[src/rtl/fetch_prefetch_buffer_pkg.sv]
// Shared fetch-stage types and constants.
//   fetch_packet_t : {pc, instr} packet handed from fetch to decode
//   NOP_INSTR      : addi x0,x0,0, presented on the packet bus when no packet is held
//   PC_STEP        : sequential fetch increment (one 32-bit word)
package fetch_prefetch_buffer_pkg;

    typedef struct packed {
        logic [31:0] pc;
        logic [31:0] instr;
    } fetch_packet_t;

    localparam logic [31:0] NOP_INSTR = 32'h0000_0013;
    localparam logic [31:0] PC_STEP   = 32'd4;

endpackage

[src/rtl/fetch_prefetch_buffer_slot_ring.sv]
// Slot ring for the prefetch buffer.
// A slot is allocated (pc recorded) when its request is issued, filled
// (instr recorded) when its response returns, and freed when popped.
//   clk, rst       : clock, synchronous active-high reset
//   flush          : free every slot; overrides alloc/fill/pop that cycle
//   alloc/alloc_pc : claim the tail slot for a newly issued request
//   fill/fill_instr: write the oldest allocated-but-unfilled slot
//   pop            : release the head slot
//   head_valid     : head slot allocated and filled
//   head_pkt       : head packet, {0, NOP} when head_valid is low
//   full           : all DEPTH slots allocated
module fetch_prefetch_buffer_slot_ring
    import fetch_prefetch_buffer_pkg::*;
#(
    parameter int DEPTH = 4
) (
    input  logic          clk,
    input  logic          rst,
    input  logic          flush,
    input  logic          alloc,
    input  logic [31:0]   alloc_pc,
    input  logic          fill,
    input  logic [31:0]   fill_instr,
    input  logic          pop,
    output logic          head_valid,
    output fetch_packet_t head_pkt,
    output logic          full
);

    localparam int IW = $clog2(DEPTH);

    // One extra wrap bit so equal indices can mean either empty or full.
    logic [IW:0]          head, tail, fill_ptr;
    fetch_packet_t        slot [DEPTH];
    logic [DEPTH-1:0]     filled;

    always_ff @(posedge clk) begin
        if (rst || flush) begin
            head     <= '0;
            tail     <= '0;
            fill_ptr <= '0;
            filled   <= '0;
        end else begin
            // A full ring may pop and alloc the same index in one cycle;
            // alloc never touches filled, so the pop's clear is kept.
            if (alloc) begin
                slot[tail[IW-1:0]].pc <= alloc_pc;
                tail                  <= tail + 1'b1;
            end
            if (fill) begin
                slot[fill_ptr[IW-1:0]].instr <= fill_instr;
                filled[fill_ptr[IW-1:0]]     <= 1'b1;
                fill_ptr                     <= fill_ptr + 1'b1;
            end
            if (pop) begin
                filled[head[IW-1:0]] <= 1'b0;
                head                 <= head + 1'b1;
            end
        end
    end

    // filled bits are only ever set on allocated slots, so they alone
    // qualify the head.
    assign head_valid = filled[head[IW-1:0]];
    assign head_pkt   = head_valid ? slot[head[IW-1:0]]
                                   : '{pc: 32'h0, instr: NOP_INSTR};
    assign full       = (head[IW-1:0] == tail[IW-1:0]) && (head[IW] != tail[IW]);

endmodule

[src/rtl/fetch_prefetch_buffer.sv]
// Instruction-fetch front end: sequential PC generation, in-order imem
// requests, slot buffering and redirect handling with stale-response drop.
//   clk, rst                        : clock, synchronous active-high reset
//   imem_req_valid/ready/addr       : request channel to instruction memory
//   imem_resp_valid/data            : in-order responses, never back-pressured
//   redirect_valid/pc               : taken branch/jump from execute
//   out_valid/ready, out_pc/instr   : packet handshake to decode
module fetch_prefetch_buffer
    import fetch_prefetch_buffer_pkg::*;
#(
    parameter int          DEPTH    = 4,
    parameter logic [31:0] RESET_PC = 32'h0,
    parameter int          MAX_OUT  = 4
) (
    input  logic        clk,
    input  logic        rst,
    output logic        imem_req_valid,
    input  logic        imem_req_ready,
    output logic [31:0] imem_req_addr,
    input  logic        imem_resp_valid,
    input  logic [31:0] imem_resp_data,
    input  logic        redirect_valid,
    input  logic [31:0] redirect_pc,
    output logic        out_valid,
    input  logic        out_ready,
    output logic [31:0] out_pc,
    output logic [31:0] out_instr
);

    localparam int CW = $clog2(MAX_OUT + 1);

    logic [31:0]   fetch_pc;
    logic [CW-1:0] outstanding;   // live requests whose words will be kept
    logic [CW-1:0] drop_cnt;      // stale requests whose words will be discarded
    logic [CW:0]   inflight;
    logic          full, req_fire, resp_fill, resp_drop;
    fetch_packet_t head_pkt;

    assign inflight       = {1'b0, outstanding} + {1'b0, drop_cnt};
    assign imem_req_valid = !rst && !redirect_valid && !full
                            && (inflight < (CW+1)'(MAX_OUT));
    assign imem_req_addr  = fetch_pc;
    assign req_fire       = imem_req_valid && imem_req_ready;
    assign resp_drop      = imem_resp_valid && (drop_cnt != '0);
    assign resp_fill      = imem_resp_valid && (drop_cnt == '0);

    fetch_prefetch_buffer_slot_ring #(.DEPTH(DEPTH)) u_ring (
        .clk        (clk),
        .rst        (rst),
        .flush      (redirect_valid),
        .alloc      (req_fire),
        .alloc_pc   (fetch_pc),
        .fill       (resp_fill),
        .fill_instr (imem_resp_data),
        .pop        (out_valid && out_ready),
        .head_valid (out_valid),
        .head_pkt   (head_pkt),
        .full       (full)
    );

    assign out_pc    = head_pkt.pc;
    assign out_instr = head_pkt.instr;

    always_ff @(posedge clk) begin
        if (rst) begin
            fetch_pc    <= RESET_PC;
            outstanding <= '0;
            drop_cnt    <= '0;
        end else if (redirect_valid) begin
            fetch_pc    <= {redirect_pc[31:2], 2'b00};
            outstanding <= '0;
            // Everything still in flight becomes stale. A response landing
            // this very cycle is the oldest of those and is retired here,
            // so it must not also be counted as a future drop.
            drop_cnt    <= CW'(inflight - (CW+1)'(imem_resp_valid));
        end else begin
            if (req_fire)
                fetch_pc <= fetch_pc + PC_STEP;
            outstanding <= outstanding + CW'(req_fire) - CW'(resp_fill);
            drop_cnt    <= drop_cnt - CW'(resp_drop);
        end
    end

    always_ff @(posedge clk) begin
        if (!rst) begin
            assert (!(imem_resp_valid && (inflight == '0)));
            assert (outstanding <= CW'(MAX_OUT));
        end
    end

endmodule
[config.mk]
export PLATFORM = sky130hd
export DESIGN_NAME = fetch_prefetch_buffer
export DESIGN_NICKNAME = d
export VERILOG_FILES = /design/src/rtl/fetch_prefetch_buffer_pkg.sv /design/src/rtl/fetch_prefetch_buffer_slot_ring.sv /design/src/rtl/fetch_prefetch_buffer.sv
export SDC_FILE = /design/constraint.sdc
export NUM_CORES = 1
export LEC_CHECK = 0
export ABC_CLOCK_PERIOD_IN_PS = 6500
export CAP_MARGIN = 20
export CORE_MARGIN = 4
export CORE_UTILIZATION = 40
export DETAILED_ROUTE_END_ITERATION = 10
export SLEW_MARGIN = 20
export SYNTH_ARGS = -nofsm -noshare
export SYNTH_HDL_FRONTEND = slang
export SYNTH_HIERARCHICAL = 1
export SYNTH_SLANG_ARGS = --single-unit
[constraint.sdc]
create_clock -name clk -period 6.5 [get_ports clk]
set_input_delay 0.65 -clock clk [delete_from_list [all_inputs] [get_ports clk]]
set_output_delay 0.65 -clock clk [all_outputs]
set_load 0.03 [all_outputs]
==> results.md, run 1 <==
* RSZ-0062 raised after global routing: no
* Routability Congestion at 0.818
* Bufs and invs on worst path at 2
* Routed length per instance at 20.4 um
* Vias per cell at 5.29
* Die width at 186 um
* Synth Area in XOR/XNOR at 0.0186
* Hold Crit Class: flip-flop to flip-flop
* Largest cells by area after synthesis: edfxtp_1, mux4_2, dfxtp_1
* WHS Endpoint: u_ring/filled[1]$_SDFF_PP0_
* Total CTS buffers at 34
* Slew Limit Fails at 0
* Post-synth cell types at 52
* Fmax at 0.247 GHz
* Final Hold Fails at 0
* Vias post-DR at 7,190
* CTS tree: done
* R2R Path Start: outstanding[0]$_SDFF_PP0_
* Post-synth EDFFs at 256
* Crit-path slowest cell: dfxtp_4
* DR iter-0 viols at 377
* Synth top area share at 0.604
* CP Data Required Time at 5850 ps
* Nets at 1,025
* Syn Area/Cell at 16.9 sq um
* Max-cap violation count at 0
* CTS max path bufs at 3
* Worst setup margin at 2450 ps
* Endpoint class of the critical path: output pin
* Synth top cells by count: edfxtp_1, and2_1, mux4_2
* Die height at 186 um
* Row Count at 65
* Root Driver: clkbuf_16
* Register area share after synthesis at 0.682
* CP max FO at 43
* Worst vdd ir at 0.142 mV
* Mapped Area at 12,700 sq um
* Final core utilization at 0.506
* Simple-gate share of the synthesized area at 0.0965
* Worst R2R Path Depth at 8
* Post_cts resized at 0
* Hold Path Stages at 2
* Hold-fix buffers at CTS at 0
* # Post-CTS Setup Buffers at 0
* Vias in the first global route at 7,421
* Total track usage at 0.157
* Status: finished clean
* Syn. warnings at 6
* Initial core utilization at 0.405
* Cell with the most instances after synthesis: edfxtp_1
* WS Path Type: flip-flop to output pin
* Largest family of logic cells by synthesized area: multiplexers
* # diodes at 0
* Worst-path cell chain: buf_4 > mux4_2 > nand2b_1 > clkdlybuf4s50_1
* Worst setup SP type: flip-flop
* DRC viols at 0
* HPWL after DPL at 17,200 um
* Pleak at 5.17 nW
* DR pass1 iterations at 4
* FF-to-FF End: u_ring/slot[3][47]$_DFFE_PP_
* Post-layout minimum cycle time at 4050 ps
* Final WL at 27,800 um
* Core area at 31,500 sq um
* Skew final at 19.8 ps
* Yosys reg bits at 306
* Post-Syn Instances at 753
* Final setup viols at 0
* Critical path arrival at 3400 ps
* Fillers at 2,646
* Initial antenna violation count at 0
* Dominant synthesized flop cell: edfxtp_1
* CTS H-tree lvls at 2
* Compound-Gate Fraction of Synth Area at 0.0358
* Fraction of the mapped netlist area in adder cells at 0.0248
* Setup TNS at 0 ps
* Worst path top cell family by delay: buffers and inverters
* R2R Setup Slk at 2590 ps
* Area Growth Syn to Fin at 25.0%
* Multiplexer area fraction after synthesis at 0.117
* Die ar. at 34,800 sq um
* Ys async rst share at 0
* GRT overflow at 0
* Yosys top cell by area: edfxtp_1
* PortBufs at 163
* Largest net degree at the start of global routing at 65
* Slowest stage delay, CP at 980 ps
* Hold Startpoint: u_ring/filled[1]$_SDFF_PP0_
* Clock transition at path regs at 60 ps
* Actual slew at the worst max-slew pin at 1010 ps
* Share of layout cells above drive strength 1 at 0.155
* Final Cycle Share at 0.623
* Latest clock arrival within the worst-skew pair at 500 ps
* First-pass GRT wire length at 43,300 um
* Antenna viol nets, final at 0
* Max-Slew Margin vs Limit at 0.325
* # clock sinks at 306
* Worst slack, placed at 2410 ps
* # IOs at 168
* Pwr/cell area at 287 nW/um^2
[registers in the layout, indices dropped and copies added, names as in the netlist, named ones only]
| signal | flops |
|---|---|
| u_ring/filled | 4 |
| u_ring/tail | 3 |
| drop_cnt | 3 |
| u_ring/head | 3 |
| u_ring/fill_ptr | 2 |
| imem_req_addr | 30 |
| u_ring/slot | 256 |
| outstanding | 3 |
[routing by layer]
metal | vias to the layer above | part of all wire | global-route usage
met5 | - | 0 | 0
met4 | 0 | 0.020 | 0.0418
met3 | 39 | 0.060 | 0.0324
met2 | 227 | 0.47 | 0.253
met1 | 3622 | 0.45 | 0.220
li1 | 3302 | - | -
[cells by family after synthesis]
family | count (synthesis)
xor gates and xnor gates | 27
other | 1
buffers and inverters | 57
DFF | 306
adders and majority gates | 24
muxes | 68
AOI/OAI and AO/OA | 63
and+or+nand+nor | 207
[metrics by stage]
| stage | cell area [sq um] | hold WS [ps] | power [W] | cells |
|---|---|---|---|---|
| 2_1_floorplan | 12800 | 484 | 0.00245 | 762 |
| 3_3_place_gp | 14700 | 508 | 0.00261 | 1297 |
| 3_5_place_dp | 14700 | 509 | 0.00262 | 1297 |
| 4_1_cts | 15900 | 516 | 0.00463 | 1358 |
| 5_1_grt | 15900 | 549 | 0.00475 | 1358 |
| 6_report | 15900 | 516 | 0.00457 | 1358 |
[where the power goes]
group | internal, W | switching [W]
clock | 0.00125 | 0.000742
sequential | 0.00216 | 0.0000478
combinational | 0.000163 | 0.000200
total | 0.00358 | 0.000990
[cell type report]
cell class	instances	area, sq um	share of cell area
Clock buffer	45	933	0.0586
Clock inverter	16	243	0.0152
Inverter	17	63.8	0.00401
Multi-Input combinational cell	399	3770	0.237
Sequential cell	306	8700	0.546
Tap cell	402	503	0.0316
Timing Repair Buffer	173	1710	0.107
[cell usage in the layout, fill, tap and decap left out, types with 9 or more instances in the layout]
| cell type | count |
|---|---|
| buf_4 | 10 |
| and2_1 | 70 |
| nand3_1 | 10 |
| conb_1 | 10 |
| nor2_1 | 35 |
| xnor2_1 | 16 |
| nand4_1 | 9 |
| clkdlybuf4s50_1 | 163 |
| ha_1 | 22 |
| xor2_1 | 11 |
| a31oi_1 | 10 |
| a21oi_1 | 10 |
| nand2_1 | 26 |
| dfxtp_1 | 48 |
| inv_1 | 17 |
| a211oi_1 | 22 |
| edfxtp_1 | 256 |
| mux4_2 | 65 |
| clkbuf_16 | 35 |
[worst min-delay path, stage by stage, from the launching register on]
cell and delay, ps:
dfxtp_1 310, a21oi_1 110, a211oi_1 50
[worst max-delay path by stage]
stage	start	endpoint	slack, ps	depth (start not counted)
detailed placement	imem_req_ready	u_ring/slot[2][47]$_DFFE_PP_	2410	7
global placement	imem_req_ready	u_ring/slot[2][48]$_DFFE_PP_	2440	7
global route	flip-flop	out_instr[4]	2150	4
finish	flip-flop	out_instr[4]	2450	4
CTS	flip-flop	out_instr[4]	2290	4
floorplan	outstanding[0]$_SDFF_PP0_	u_ring/slot[0][32]$_DFFE_PP_	3410	8
No activity file was read; power rests on OpenSTA's default activity.
==> run 2, diff against run 1 <==
- ABC_CLOCK_PERIOD_IN_PS: 6500 -> 3800
- clock period: 6.5 -> 3.8 ns (I/O delays scaled with it)
==> run 2 against run 1 <==
- power grew 67%
- hold slack got worse by 54 ps
- clock skew is 6.2 ps lower
- sequential cell count unchanged
- critical path type unchanged
- critical endpoint is now out_pc[19]
==> results.md, run 2 (synthesis gave the netlist of run 1 again) <==
* RSZ-0062 raised after global routing: no
* Commonest non-fill, non-tap cells in the layout: edfxtp_1, clkdlybuf4s50_1, and2_1, mux4_2, dfxtp_1
* Row Count at 65
* Commonest non-fill, non-tap cell in the layout: edfxtp_1
* WS Path Type: flip-flop to output pin
* Endpoint class of the critical path: output pin
* Fmax at 0.301 GHz
* # IOs at 168
* Final Hold Fails at 0
* DR iter-0 viols at 365
* Psw at 0.00165 W
* Final Cycle Share at 0.875
* Final Instance Area at 16,000 sq um
* GR peak layer: met2
* Fillers at 2,605
* Area post-placement at 14,900 sq um
* # clock sinks at 306
* Actual slew at the worst max-slew pin at 618 ps
* Comb pwr share at 0.084
* Die height at 186 um
* PortBufs at 163
* Internal at 0.00598 W
* Reg power frac at 0.495
* CTS max path bufs at 3
* Vias in the first global route at 7,549
* DRC viols at 0
* Hold Crit Class: primary input to flip-flop
* Core area at 31,500 sq um
* GRT overflow at 0
* Pwr/cell area at 476 nW/um^2
* Area Growth Syn to Fin at 25.9%
* Clock transition at path regs at 60 ps
* Met2 usage at 0.262
* GR Layer Usage met1 at 0.226
* DR pass1 iterations at 6
* Max-cap violation count at 0
* Post_cts resized at 0
* Status: finished clean
* Nets at 1,044
* Routed length per instance at 20.5 um
* Total track usage at 0.161
* Antenna viol nets, final at 0
* # diodes at 0
* Slew Limit Fails at 0
* Vias per cell at 5.26
* Largest register FFs at 256
* Largest net degree at the start of global routing at 51
* Met3 Usage GRT at 0.0329
* Root Driver: clkbuf_16
* Routability Congestion at 0.824
* Final setup viols at 0
* CTS tree: done
* Total CTS buffers at 35
* Critical path arrival at 2950 ps
* CTS H-tree lvls at 2
* Max-Slew Margin vs Limit at 0.588
* Post-layout minimum cycle time at 3330 ps
* CP Data Required Time at 3420 ps
* Hold WS at 462 ps
* # Post-CTS Setup Buffers at 0
* Initial antenna violation count at 1
* Worst vdd ir at 0.274 mV
* HPWL after DPL at 18,000 um
* Final WL at 28,200 um
* Setup TNS at 0 ps
* CP max FO at 25
* Clk pwr share at 0.421
* Die width at 186 um
* Share of layout cells above drive strength 1 at 0.165
* Vias post-DR at 7,219
* Latest clock arrival within the worst-skew pair at 500 ps
* Pleak at 5.25 nW
* First-pass GRT wire length at 44,100 um
* Final core utilization at 0.509
* Worst setup SP type: flip-flop
* Hold-fix buffers at CTS at 0
* Sw frac at 0.217
* Skew final at 13.6 ps
* Die ar. at 34,800 sq um
* Initial core utilization at 0.405
-- run 2: worst max-delay path: stages, from the launching register on --
cell,delay (ps)
dfxtp_1,490
mux4_2,830
buf_4,300
and2_1,150
clkdlybuf4s50_1,670
-- run 2: area by class of cell --
type | count | area (sq um) | share of cell area
Clock inverter | 12 | 136 | 0.00851
Tap cell | 402 | 503 | 0.0314
Multi-Input combinational cell | 399 | 3770 | 0.235
Timing Repair Buffer | 191 | 1890 | 0.118
Clock buffer | 46 | 970 | 0.0605
Inverter | 17 | 63.8 | 0.00398
Sequential cell | 306 | 8700 | 0.542
-- run 2: stage by stage --
stage          cells  total power (W)  worst slack, ps
2_1_floorplan    762          0.00420              707
3_3_place_gp    1315          0.00449              793
3_5_place_dp    1315          0.00449              888
4_1_cts         1373          0.00774              373
5_1_grt         1373          0.00794              326
6_report        1373          0.00763              474
-- run 2: worst paths after layout --
check	end	slack [ps]	depth (start not counted)	start
min	imem_req_addr[25]$_SDFFE_PP0P_	460	3	redirect_pc[25]
min reg2reg	u_ring/filled[2]$_SDFF_PP0_	520	2	u_ring/filled[2]$_SDFF_PP0_
max	out_pc[19]	470	4	u_ring/head[0]$_SDFFE_PP0P_
max reg2reg	outstanding[2]$_SDFF_PP0_	900	13	outstanding[0]$_SDFF_PP0_
-- run 2: power groups by stage --
stage	Clock [W]	Combinational, W	Sequential [W]
floorplan	0	0.000339	0.00386
global placement	0	0.000643	0.00385
detailed placement	0	0.000645	0.00385
CTS	0.00332	0.000649	0.00378
global route	0.00346	0.000695	0.00379
finish	0.00322	0.000639	0.00378
-- run 2: routing by layer --
metal,share of wire,up-vias
met4,0.016,0
met1,0.46,3635
li1,-,3337
met5,0,-
met2,0.47,207
met3,0.055,40
==> run 3, diff against run 2 <==
- CAP_MARGIN: 20 -> default
==> results of run 3 <==
Same layout as run 2: the final DEF is identical, and so are final timing and power.
